**config.mk**
```make
export PLATFORM = sky130hd
export DESIGN_NAME = sop_scan_eval_flat
export DESIGN_NICKNAME = d
export VERILOG_FILES = /design/src/rtl/sop_scan_eval_pkg.sv /design/src/rtl/sop_scan_eval_if.sv /design/src/rtl/sop_scan_eval_cube_table.sv /design/src/rtl/sop_scan_eval.sv /design/src/flat_wrapper.sv
export SDC_FILE = /design/constraint.sdc
export NUM_CORES = 1
export LEC_CHECK = 0
export CELL_PAD_IN_SITES_DETAIL_PLACEMENT = 0
export CELL_PAD_IN_SITES_GLOBAL_PLACEMENT = 2
export CORE_UTILIZATION = 44
export DETAILED_ROUTE_END_ITERATION = 10
export PLACE_DENSITY_LB_ADDON = 0.15
export SLEW_MARGIN = 20
export SYNTH_ARGS = -nofsm -noshare
export SYNTH_HDL_FRONTEND = slang
export SYNTH_HIERARCHICAL = 1
export SYNTH_SLANG_ARGS = --single-unit
```
**constraint.sdc**
```tcl
create_clock -name clk -period 3.45 [get_ports clk]
set_clock_uncertainty 0.2 [all_clocks]
set_input_delay 0.69 -clock clk [delete_from_list [all_inputs] [get_ports clk]]
set_output_delay 0.69 -clock clk [all_outputs]
set_load 0.01 [all_outputs]
```
**src/rtl/sop_scan_eval_pkg.sv**
```systemverilog
`default_nettype none
// ============================================================================
// Module      : sop_pkg
// Description : Shared types and helpers for the sum-of-products scan
//               evaluator: FSM state encoding and the cube match test.
// Ports       : none (package)
// Revision    : 1.0 - initial release
// ============================================================================
package sop_pkg;

    // Widest vector the match helper accepts; callers zero-extend to this.
    localparam int c_match_w = 32;

    typedef enum logic [1:0] {
        IDLE = 2'd0,
        SCAN = 2'd1,
        DONE = 2'd2
    } sop_state_e;

    // A cube covers a vector when every literal it cares about agrees with
    // the vector. Zero-extended upper bits have mask 0, so they never veto.
    function automatic logic cube_match(input logic [c_match_w-1:0] vec,
                                        input logic [c_match_w-1:0] mask,
                                        input logic [c_match_w-1:0] val);
        return ((vec ^ val) & mask) == '0;
    endfunction

endpackage
`default_nettype wire

```
**src/rtl/sop_scan_eval_if.sv**
```systemverilog
`default_nettype none
// ============================================================================
// Module      : sop_scan_eval_if
// Description : Bundle of the configuration port, the input-vector stream and
//               the result stream of the sum-of-products evaluator.
// Ports       : cfg_we/cfg_idx/cfg_mask/cfg_val  - cube table write
//               cfg_len_we/cfg_len               - active term count write
//               cfg_err                          - dropped-write pulse
//               in_valid/in_ready/in_vec         - input vector stream
//               out_valid/out_ready/out_f/out_hit_idx - result stream
//               master = driver of config/inputs, slave = evaluator
// Revision    : 1.0 - initial release
// ============================================================================
interface sop_scan_eval_if #(
    parameter int N_VARS    = 5,
    parameter int MAX_TERMS = 16
);
    localparam int c_iw = $clog2(MAX_TERMS);
    localparam int c_lw = $clog2(MAX_TERMS + 1);

    logic              cfg_we;
    logic [c_iw-1:0]   cfg_idx;
    logic [N_VARS-1:0] cfg_mask;
    logic [N_VARS-1:0] cfg_val;
    logic              cfg_len_we;
    logic [c_lw-1:0]   cfg_len;
    logic              cfg_err;

    logic              in_valid;
    logic              in_ready;
    logic [N_VARS-1:0] in_vec;

    logic              out_valid;
    logic              out_ready;
    logic              out_f;
    logic [c_iw-1:0]   out_hit_idx;

    modport master (
        output cfg_we, cfg_idx, cfg_mask, cfg_val, cfg_len_we, cfg_len,
        output in_valid, in_vec, out_ready,
        input  cfg_err, in_ready, out_valid, out_f, out_hit_idx
    );

    modport slave (
        input  cfg_we, cfg_idx, cfg_mask, cfg_val, cfg_len_we, cfg_len,
        input  in_valid, in_vec, out_ready,
        output cfg_err, in_ready, out_valid, out_f, out_hit_idx
    );

endinterface
`default_nettype wire

```
**src/rtl/sop_scan_eval_cube_table.sv**
```systemverilog
`default_nettype none
// ============================================================================
// Module      : sop_cube_table
// Description : Implicant storage: MAX_TERMS entries of {mask, val}, one
//               write port, one combinational read port, cleared on reset.
// Ports       : clk, rst_n          - clock, synchronous active-low reset
//               i_we/i_wr_idx       - write strobe and entry index
//               i_wr_mask/i_wr_val  - cube written to the entry
//               i_rd_idx            - entry being examined by the scan
//               o_rd_mask/o_rd_val  - cube at i_rd_idx
// Revision    : 1.0 - initial release
// ============================================================================
module sop_cube_table #(
    parameter int N_VARS    = 5,
    parameter int MAX_TERMS = 16
) (
    input  wire logic                         clk,
    input  wire logic                         rst_n,
    input  wire logic                         i_we,
    input  wire logic [$clog2(MAX_TERMS)-1:0] i_wr_idx,
    input  wire logic [N_VARS-1:0]            i_wr_mask,
    input  wire logic [N_VARS-1:0]            i_wr_val,
    input  wire logic [$clog2(MAX_TERMS)-1:0] i_rd_idx,
    output logic      [N_VARS-1:0]            o_rd_mask,
    output logic      [N_VARS-1:0]            o_rd_val
);

    logic [N_VARS-1:0] r_mask [MAX_TERMS];
    logic [N_VARS-1:0] r_val  [MAX_TERMS];

    // A cleared entry (mask 0) is a constant-1 term, which is harmless
    // because entries beyond the active count are never examined.
    always_ff @(posedge clk) begin
        if (!rst_n) begin
            for (int i = 0; i < MAX_TERMS; i++) begin
                r_mask[i] <= '0;
                r_val[i]  <= '0;
            end
        end else if (i_we) begin
            r_mask[i_wr_idx] <= i_wr_mask;
            r_val[i_wr_idx]  <= i_wr_val;
        end
    end

    assign o_rd_mask = r_mask[i_rd_idx];
    assign o_rd_val  = r_val[i_rd_idx];

endmodule
`default_nettype wire

```
**src/rtl/sop_scan_eval.sv**
```systemverilog
`default_nettype none
// ============================================================================
// Module      : sop_scan_eval
// Description : Programmable sum-of-products evaluator. Scans the loaded
//               cube table one entry per cycle and stops at the first cube
//               covering the input vector, returning F and the hit index.
// Ports       : clk   - clock, all state changes on the rising edge
//               rst_n - synchronous active-low reset
//               bus   - sop_scan_eval_if.slave (config, input and result
//                       streams)
// Revision    : 1.0 - initial release
// ============================================================================
module sop_scan_eval
    import sop_pkg::*;
#(
    parameter int N_VARS    = 5,
    parameter int MAX_TERMS = 16
) (
    input wire logic        clk,
    input wire logic        rst_n,
    sop_scan_eval_if.slave  bus
);

    localparam int c_iw = $clog2(MAX_TERMS);
    localparam int c_lw = $clog2(MAX_TERMS + 1);

    sop_state_e        r_state;
    logic [c_iw-1:0]   r_idx;
    logic [c_lw-1:0]   r_num_terms;
    logic [N_VARS-1:0] r_vec;
    logic              r_f;
    logic [c_iw-1:0]   r_hit_idx;
    logic              r_out_valid;
    logic              r_cfg_err;

    logic              w_idle;
    logic              w_cfg_any;
    logic              w_tbl_we;
    logic              w_in_ready;
    logic              w_accept;
    logic              w_hit;
    logic              w_last;
    logic [c_lw-1:0]   w_len_clamped;
    logic [N_VARS-1:0] w_rd_mask;
    logic [N_VARS-1:0] w_rd_val;

    assign w_idle    = (r_state == IDLE);
    assign w_cfg_any = bus.cfg_we | bus.cfg_len_we;
    assign w_tbl_we  = bus.cfg_we & w_idle;

    // Config writes win over an incoming vector in the same cycle; the
    // vector simply waits. Ready is also forced low while reset is held.
    assign w_in_ready = rst_n & w_idle & ~w_cfg_any;
    assign w_accept   = bus.in_valid & w_in_ready;

    assign w_len_clamped = (bus.cfg_len > c_lw'(MAX_TERMS)) ? c_lw'(MAX_TERMS)
                                                            : bus.cfg_len;

    sop_cube_table #(
        .N_VARS    (N_VARS),
        .MAX_TERMS (MAX_TERMS)
    ) u_table (
        .clk       (clk),
        .rst_n     (rst_n),
        .i_we      (w_tbl_we),
        .i_wr_idx  (bus.cfg_idx),
        .i_wr_mask (bus.cfg_mask),
        .i_wr_val  (bus.cfg_val),
        .i_rd_idx  (r_idx),
        .o_rd_mask (w_rd_mask),
        .o_rd_val  (w_rd_val)
    );

    assign w_hit = cube_match(c_match_w'(r_vec), c_match_w'(w_rd_mask),
                              c_match_w'(w_rd_val));

    // SCAN is only entered with num_terms >= 1, so the subtraction never
    // wraps while this term is in use.
    assign w_last = (c_lw'(r_idx) == (r_num_terms - c_lw'(1)));

    always_ff @(posedge clk) begin
        if (!rst_n) begin
            r_state     <= IDLE;
            r_idx       <= '0;
            r_num_terms <= '0;
            r_vec       <= '0;
            r_f         <= 1'b0;
            r_hit_idx   <= '0;
            r_out_valid <= 1'b0;
            r_cfg_err   <= 1'b0;
        end else begin
            // One pulse per cycle in which a write arrives outside IDLE.
            r_cfg_err <= w_cfg_any & ~w_idle;

            if (bus.cfg_len_we && w_idle) begin
                r_num_terms <= w_len_clamped;
            end

            case (r_state)
                IDLE: begin
                    if (w_accept) begin
                        r_vec <= bus.in_vec;
                        r_idx <= '0;
                        if (r_num_terms == '0) begin
                            r_state     <= DONE;
                            r_f         <= 1'b0;
                            r_hit_idx   <= '0;
                            r_out_valid <= 1'b1;
                        end else begin
                            r_state <= SCAN;
                        end
                    end
                end
                SCAN: begin
                    if (w_hit) begin
                        r_state     <= DONE;
                        r_f         <= 1'b1;
                        r_hit_idx   <= r_idx;
                        r_out_valid <= 1'b1;
                    end else if (w_last) begin
                        r_state     <= DONE;
                        r_f         <= 1'b0;
                        r_hit_idx   <= '0;
                        r_out_valid <= 1'b1;
                    end else begin
                        r_idx <= r_idx + c_iw'(1);
                    end
                end
                DONE: begin
                    if (bus.out_ready) begin
                        r_state     <= IDLE;
                        r_out_valid <= 1'b0;
                    end
                end
                default: begin
                    r_state     <= IDLE;
                    r_out_valid <= 1'b0;
                end
            endcase
        end
    end

    assign bus.in_ready    = w_in_ready;
    assign bus.out_valid   = r_out_valid;
    assign bus.out_f       = r_f;
    assign bus.out_hit_idx = r_hit_idx;
    assign bus.cfg_err     = r_cfg_err;

endmodule
`default_nettype wire
```
**src/flat_wrapper.sv**
```systemverilog
// flat-port wrapper written by rule: the top's interface ports become plain ports
module sop_scan_eval_flat import sop_pkg::*;
#(
    parameter int N_VARS    = 5,
    parameter int MAX_TERMS = 16
)
  (clk, rst_n, bus_cfg_we, bus_cfg_idx, bus_cfg_mask, bus_cfg_val, bus_cfg_len_we, bus_cfg_len, bus_in_valid, bus_in_vec, bus_out_ready, bus_cfg_err, bus_in_ready, bus_out_valid, bus_out_f, bus_out_hit_idx);
  sop_scan_eval_if #(.N_VARS(N_VARS), .MAX_TERMS(MAX_TERMS)) bus_i ();
  input wire logic clk;
  input wire logic rst_n;
  input wire logic [$bits(bus_i.cfg_we)-1:0] bus_cfg_we;
  input wire logic [$bits(bus_i.cfg_idx)-1:0] bus_cfg_idx;
  input wire logic [$bits(bus_i.cfg_mask)-1:0] bus_cfg_mask;
  input wire logic [$bits(bus_i.cfg_val)-1:0] bus_cfg_val;
  input wire logic [$bits(bus_i.cfg_len_we)-1:0] bus_cfg_len_we;
  input wire logic [$bits(bus_i.cfg_len)-1:0] bus_cfg_len;
  input wire logic [$bits(bus_i.in_valid)-1:0] bus_in_valid;
  input wire logic [$bits(bus_i.in_vec)-1:0] bus_in_vec;
  input wire logic [$bits(bus_i.out_ready)-1:0] bus_out_ready;
  output wire logic [$bits(bus_i.cfg_err)-1:0] bus_cfg_err;
  output wire logic [$bits(bus_i.in_ready)-1:0] bus_in_ready;
  output wire logic [$bits(bus_i.out_valid)-1:0] bus_out_valid;
  output wire logic [$bits(bus_i.out_f)-1:0] bus_out_f;
  output wire logic [$bits(bus_i.out_hit_idx)-1:0] bus_out_hit_idx;
  assign bus_i.cfg_we = bus_cfg_we;
  assign bus_i.cfg_idx = bus_cfg_idx;
  assign bus_i.cfg_mask = bus_cfg_mask;
  assign bus_i.cfg_val = bus_cfg_val;
  assign bus_i.cfg_len_we = bus_cfg_len_we;
  assign bus_i.cfg_len = bus_cfg_len;
  assign bus_i.in_valid = bus_in_valid;
  assign bus_i.in_vec = bus_in_vec;
  assign bus_i.out_ready = bus_out_ready;
  assign bus_cfg_err = bus_i.cfg_err;
  assign bus_in_ready = bus_i.in_ready;
  assign bus_out_valid = bus_i.out_valid;
  assign bus_out_f = bus_i.out_f;
  assign bus_out_hit_idx = bus_i.out_hit_idx;
  sop_scan_eval #(.N_VARS(N_VARS), .MAX_TERMS(MAX_TERMS)) u_core (.clk(clk), .rst_n(rst_n), .bus(bus_i));
endmodule
```
# ---- After elaboration in Yosys (flattened, before gate mapping)
# Memories as Yosys holds them, arrays and structs flattened. A register that Yosys moved wholly into a read port is not among the register bits.
# Index checks and enable logic that the tools add are counted.
dict set report totals {
  output_inout_bits 8
  mem_bits_rw 160
  elab_cells 85
  n_memories 2
  in_bits 30
  register_bits 23
}
dict set report classes {
  order_cmp 1
  bitwise_logic 10
  addsub 2
  n_reduce_logical 12
  muxes 41
  eq_ne 9
}
# memory depth width read_ports rd_clocked_by_memory_dff write_ports line
set mem_list {}
lappend mem_list {u_core.u_table.r_mask 16 5 1 1 16 sop_scan_eval_cube_table.sv:28} ;# logic [N_VARS-1:0] r_mask [MAX_TERMS];
lappend mem_list {u_core.u_table.r_val 16 5 1 1 16 sop_scan_eval_cube_table.sv:29} ;# logic [N_VARS-1:0] r_val [MAX_TERMS];
# operator n
set ops {}
lappend ops {{2-to-1 mux 4 bit} 13}
lappend ops {{bitwise AND 32 x 5 -> 32 bit} 1}
lappend ops {{logical NOT 32 bit} 1}
lappend ops {{case mux 4 bit (2 select lines)} 2}
lappend ops {{2-to-1 mux 1 bit} 15}
lappend ops {{2-to-1 mux 5 bit} 3}
lappend ops {{AND reduction 4 bit} 3}
lappend ops {{2-to-1 mux 2 bit} 5}
lappend ops {{!= test 2 bit, second input constant} 5}
lappend ops {{OR reduction 5 bit} 2}
lappend ops {{case mux 2 bit (3 select lines)} 1}
lappend ops {{bitwise AND 1 bit} 5}
lappend ops {{equality test 4 x 5 -> 1 bit} 1}
lappend ops {{greater-than comparator 5 bit, second input constant} 1}
lappend ops {{logical NOT 5 bit} 1}
lappend ops {{subtractor 5 x 1 -> 5 bit, second input constant} 1}
lappend ops {{XOR 5 bit} 1}
lappend ops {{adder 4 x 1 -> 4 bit, second input constant} 1}
lappend ops {{!= test 3 x 1 -> 1 bit, second input constant} 1}
lappend ops {{case mux 1 bit (3 select lines)} 1}
lappend ops {{AND reduction 3 bit} 1}
lappend ops {{equality test 2 x 1 -> 1 bit, second input constant} 1}
lappend ops {{equality test 2 bit, second input constant} 1}
lappend ops {{logical NOT 2 bit} 1}
lappend ops {{other kinds (6)} 7}

# ---- Depth between registers and ports, before layout
dict set report depth {
  word_depth 8
  mapped_depth 10
  mapped_depth_nobuf 8
}

# ---- Hierarchy
# Netlist, hierarchy kept.
# mod instances area_each_um2 cells_per_inst seq_area_each_um2
set by_module_without_submodules {}
lappend by_module_without_submodules {sop_cube_table 1 7313.3 461 4804.6}
lappend by_module_without_submodules {sop_scan_eval 1 1167.4 132 460.4}

# ---- Worst setup path after synthesis
# Ideal clock, no wire load.
dict set report synth_path {
  path_kind {reg-to-reg}
  start {reg u_core.r_idx[0]}
  end {reg u_core.r_hit_idx[1] (netlist: u_core/bus.out_hit_idx[1])}
  synth_period_minus_slack_ns 2.999
  t_arrival_ns 2.682
  setup_ns 0.117
  required_ns 3.133
  stages_incl_launch_ff 11
  n_path_buf 2
  setup_slack_ns 0.451
  path_cell_list {dfxtp_1 -> buf_6 -> buf_8 -> mux4_1 -> a22oi_1 -> nand2_1 -> xor2_1 -> a222oi_1 -> nand2_1 -> o211a_4 -> a32o_1}
}
dict set report synth_via {
  elab_chain_cells 3
}
# element line
set synth_rtl {}
lappend synth_rtl {{from (decl)} sop_scan_eval.sv:28} ;# logic [c_iw-1:0] r_idx;
lappend synth_rtl {{from (signal assigned)} sop_scan_eval.sv:126} ;# r_idx <= r_idx + c_iw'(1);
lappend synth_rtl {{equality test 4 x 5 -> 1 bit} sop_scan_eval.sv:79} ;# assign w_last = (c_lw'(r_idx) == (r_num_terms - c_lw'(1)));
lappend synth_rtl {{!= test 3 x 1 -> 1 bit (no source line)} -}
lappend synth_rtl {{AND reduction 4 bit (no source line)} -}
lappend synth_rtl {{to (signal assigned)} sop_scan_eval.sv:118} ;# r_hit_idx <= r_idx;
lappend synth_rtl {{to (decl)} sop_scan_eval.sv:32} ;# logic [c_iw-1:0] r_hit_idx;
# Every way passes these cells.
# A chain may end at the register's enable or synchronous reset.

# ---- Worst setup path in the final report
# Same ends and word-level chain as after synthesis.

==> flow_metrics.py <==
metrics = {
    "outcome": {
        "status": "finished clean",
    },
    "sta": {
        "period_needed_ns": 3.27,
        "finalHoldViolations": 0,
        "setup-violations-final": 0,
        "slew_headroom_pct": 51.6,
        "worst_slew_pin_slew_ns": 0.723,
        "drv_slew": 0,
        "tns_ns": 0,
        "fmax_mhz": 306,
        "fin_crit_sh_pct": 94.8,
        "rsz0062_at_grt": "no",
    },
    "clock_tree": {
        "htreeDepth": 4,
        "cts_tree": "built",
        "root_buffer": "clkbuf_16",
        "cts-buffers-inserted": 17,
        "clk_path_buf_depth": 2,
        "clkTransAtPathRegs_ns": 0.07,
        "clkLatencyLatePin_ns": 0.43,
        "clock_sinks": 183,
        "ctsHoldBuffers": 0,
    },
    "yosys": {
        "syn-num-nets": 625,
        "synth-seq-cells": 183,
        "async_reset_ff_share_pct": 0,
        "synth_flop_cell": "edfxtp_1",
        "syn_area_um2": 8480,
        "ys_types": 50,
        "synth-edff-count": 160,
        "yosysSeqAreaShare_pct": 62.1,
        "ys_warn_count": 6,
        "synth_area_per_cell_um2": 14.3,
        "synth_cells": 593,
    },
    "layout": {
        "layout_common_cells": "and2_1, edfxtp_1, buf_4",
        "final_nets": 693,
        "final_common_cell": "and2_1",
        "area_growth_pct": 17.6,
        "n_antenna_cell": 0,
        "fin_util_pct": 53.1,
        "layout-drive-gt1-share_pct": 17.4,
        "finalNonFillerCells": 908,
    },
    "setup_path": {
        "arrival_ns": 3.39,
        "max_stage_delay_ns": 0.60,
        "cp-end-kind": "flip-flop",
        "cp_common_cell": "nand2_1",
        "worstPathRequired_ns": 3.57,
        "crit_type": "reg -> reg",
        "path_cells": "buf_12 > mux4_1 > a22oi_1 > nand2_1 > xor2_1 > a222oi_1 > nand2_1 > o211a_4 > a32o_1",
        "start_kind": "flip-flop",
        "cp_max_fo": 18,
        "crit_slowest_cell": "mux4_1",
    },
    "floorplan": {
        "initial_core_util_pct": 45.2,
        "coreArea_um2": 18800,
        "fp.dieArea_um2": 19800,
        "row_count": 50,
        "io_pins": 38,
        "die_h_um": 141,
        "die_w_um": 141,
    },
    "place": {
        "numPlacedInstances": 876,
        "place_congestion": 0.781,
        "dpl.hpwl_mm": 13.9,
        "portBuffers": 37,
    },
    "route": {
        "vias_per_cell": 5.63,
        "vias": 5111,
        "wl_mm": 20.9,
        "route.detailed.drc": 0,
        "ant_nets": 0,
        "firstDrtPassIters": 5,
        "routedWlPerCell_um": 23.0,
        "initialDrtViolationCount": 443,
    },
    "global_routing": {
        "grtUsageTotal_pct": 22.7,
        "grt_pass1_wl_mm": 32.3,
        "overflow": 0,
        "antenna_found_initial": 0,
        "grt_pass1_vias": 5222,
        "grt_max_degree": 46,
    },
    "run": {
        "cap_viol_max_count": 0,
    },
    "power_and_ir_drop": {
        "power_density_nw_per_um2": 485,
        "leakage_nw": 3.66,
        "vdd_drop_max_mv": 0.361,
    },
    "min_path": {
        "hold_class": "reg -> reg",
    },
}
[layout make-up]
type / count / area [µm²]
clock buffer: 17 / 425
clock inverter: 15 / 191
fill: 1601 / 8790
inverter: 6 / 22.5
multi-input combinational: 373 / 3040
sequential: 183 / 5270
tap: 234 / 293
timing repair buffer: 80 / 731
[per-layer routing]
layer | global-route usage [%] | wire [µm]
met1 | 31.9 | 9770
met2 | 36.5 | 10000
met3 | 4.45 | 889
met4 | 5.95 | 227
met5 | 0 | 0
[flip-flops by register name, summed over array words and instances (netlist names)]
signal / count
u_core/bus.out_valid: 1
u_core/bus.cfg_err: 1
u_core/bus.out_hit_idx: 4
u_core/r_idx: 4
u_core/u_table/r_val: 80
u_core/r_state: 2
u_core/u_table/r_mask: 80
u_core/r_vec: 5
u_core/r_num_terms: 5
u_core/bus.out_f: 1
[cells by family after synthesis]
family          synth area share (%)
mux                             11.5
xor+xnor                        1.03
compound gates                  5.24
simple gates                    17.7
buf+inv                         2.09
fa+ha+maj                      0.295
flops                           62.1
[worst max-delay path: cells and delay by family (launching register included)]
kind,cells,cell delay (ns)
multiplexers,1,0.60
buffers and inverters,1,0.22
AO/OA/AOI/OAI,4,1.16
AND/OR/NAND/NOR,2,0.40
XOR/XNOR,1,0.15
flip-flops,1,0.43
[final timing paths]
kind / start / to / slack (ns) / cells past startpoint
min: u_core/r_vec[2] / u_core/r_vec[2] / 0.30 / 2
max: u_core/r_idx[0] / u_core/bus.out_hit_idx[1] / 0.18 / 9
max reg2reg: u_core/r_idx[0] / u_core/bus.out_hit_idx[1] / 0.18 / 9
min reg2reg: u_core/r_vec[2] / u_core/r_vec[2] / 0.30 / 2
[per-stage QoR]
| step | worst slack, ns | hold slack, ns | power (mW) | cell area, µm² |
|---|---|---|---|---|
| 2_1_floorplan | 0.451 | 0.248 | 2.69 | 8480 |
| 3_3_place_gp | 0.257 | 0.273 | 2.84 | 9350 |
| 3_5_place_dp | 0.201 | 0.279 | 2.85 | 9350 |
| 4_1_cts | 0.174 | 0.297 | 4.88 | 9970 |
| 5_1_grt | 0.0214 | 0.331 | 5.00 | 9970 |
| 6_report | 0.179 | 0.296 | 4.84 | 9970 |
[power by group]
part	internal [mW]	leakage (nW)	switching, mW
Clock	1.16	0.302	0.883
Combinational	0.116	1.53	0.170
Sequential	2.48	1.83	0.0279
[what timing repair did]
action,CTS,global route
gates resized for setup,0,1
setup buffers,0,0
setup endpoints to repair,0,5
[synthesized netlist by cell type, types with 7 or more instances]
cell type / n / area [µm²]
a21oi_1: 14 / 70.1
edfxtp_1: 160 / 4800
xor2_1: 7 / 61.3
nand2b_1: 8 / 50.1
and2_1: 163 / 1020
mux4_2: 28 / 631
nor2_1: 19 / 71.3
a22oi_1: 21 / 158
clkbuf_1: 20 / 75.1
dfxtp_1: 23 / 460
nand2_1: 29 / 109
nor3_1: 7 / 35.0
mux4_1: 12 / 315
o21ai_0: 12 / 60.1
(Power assumes the default switching activity.)
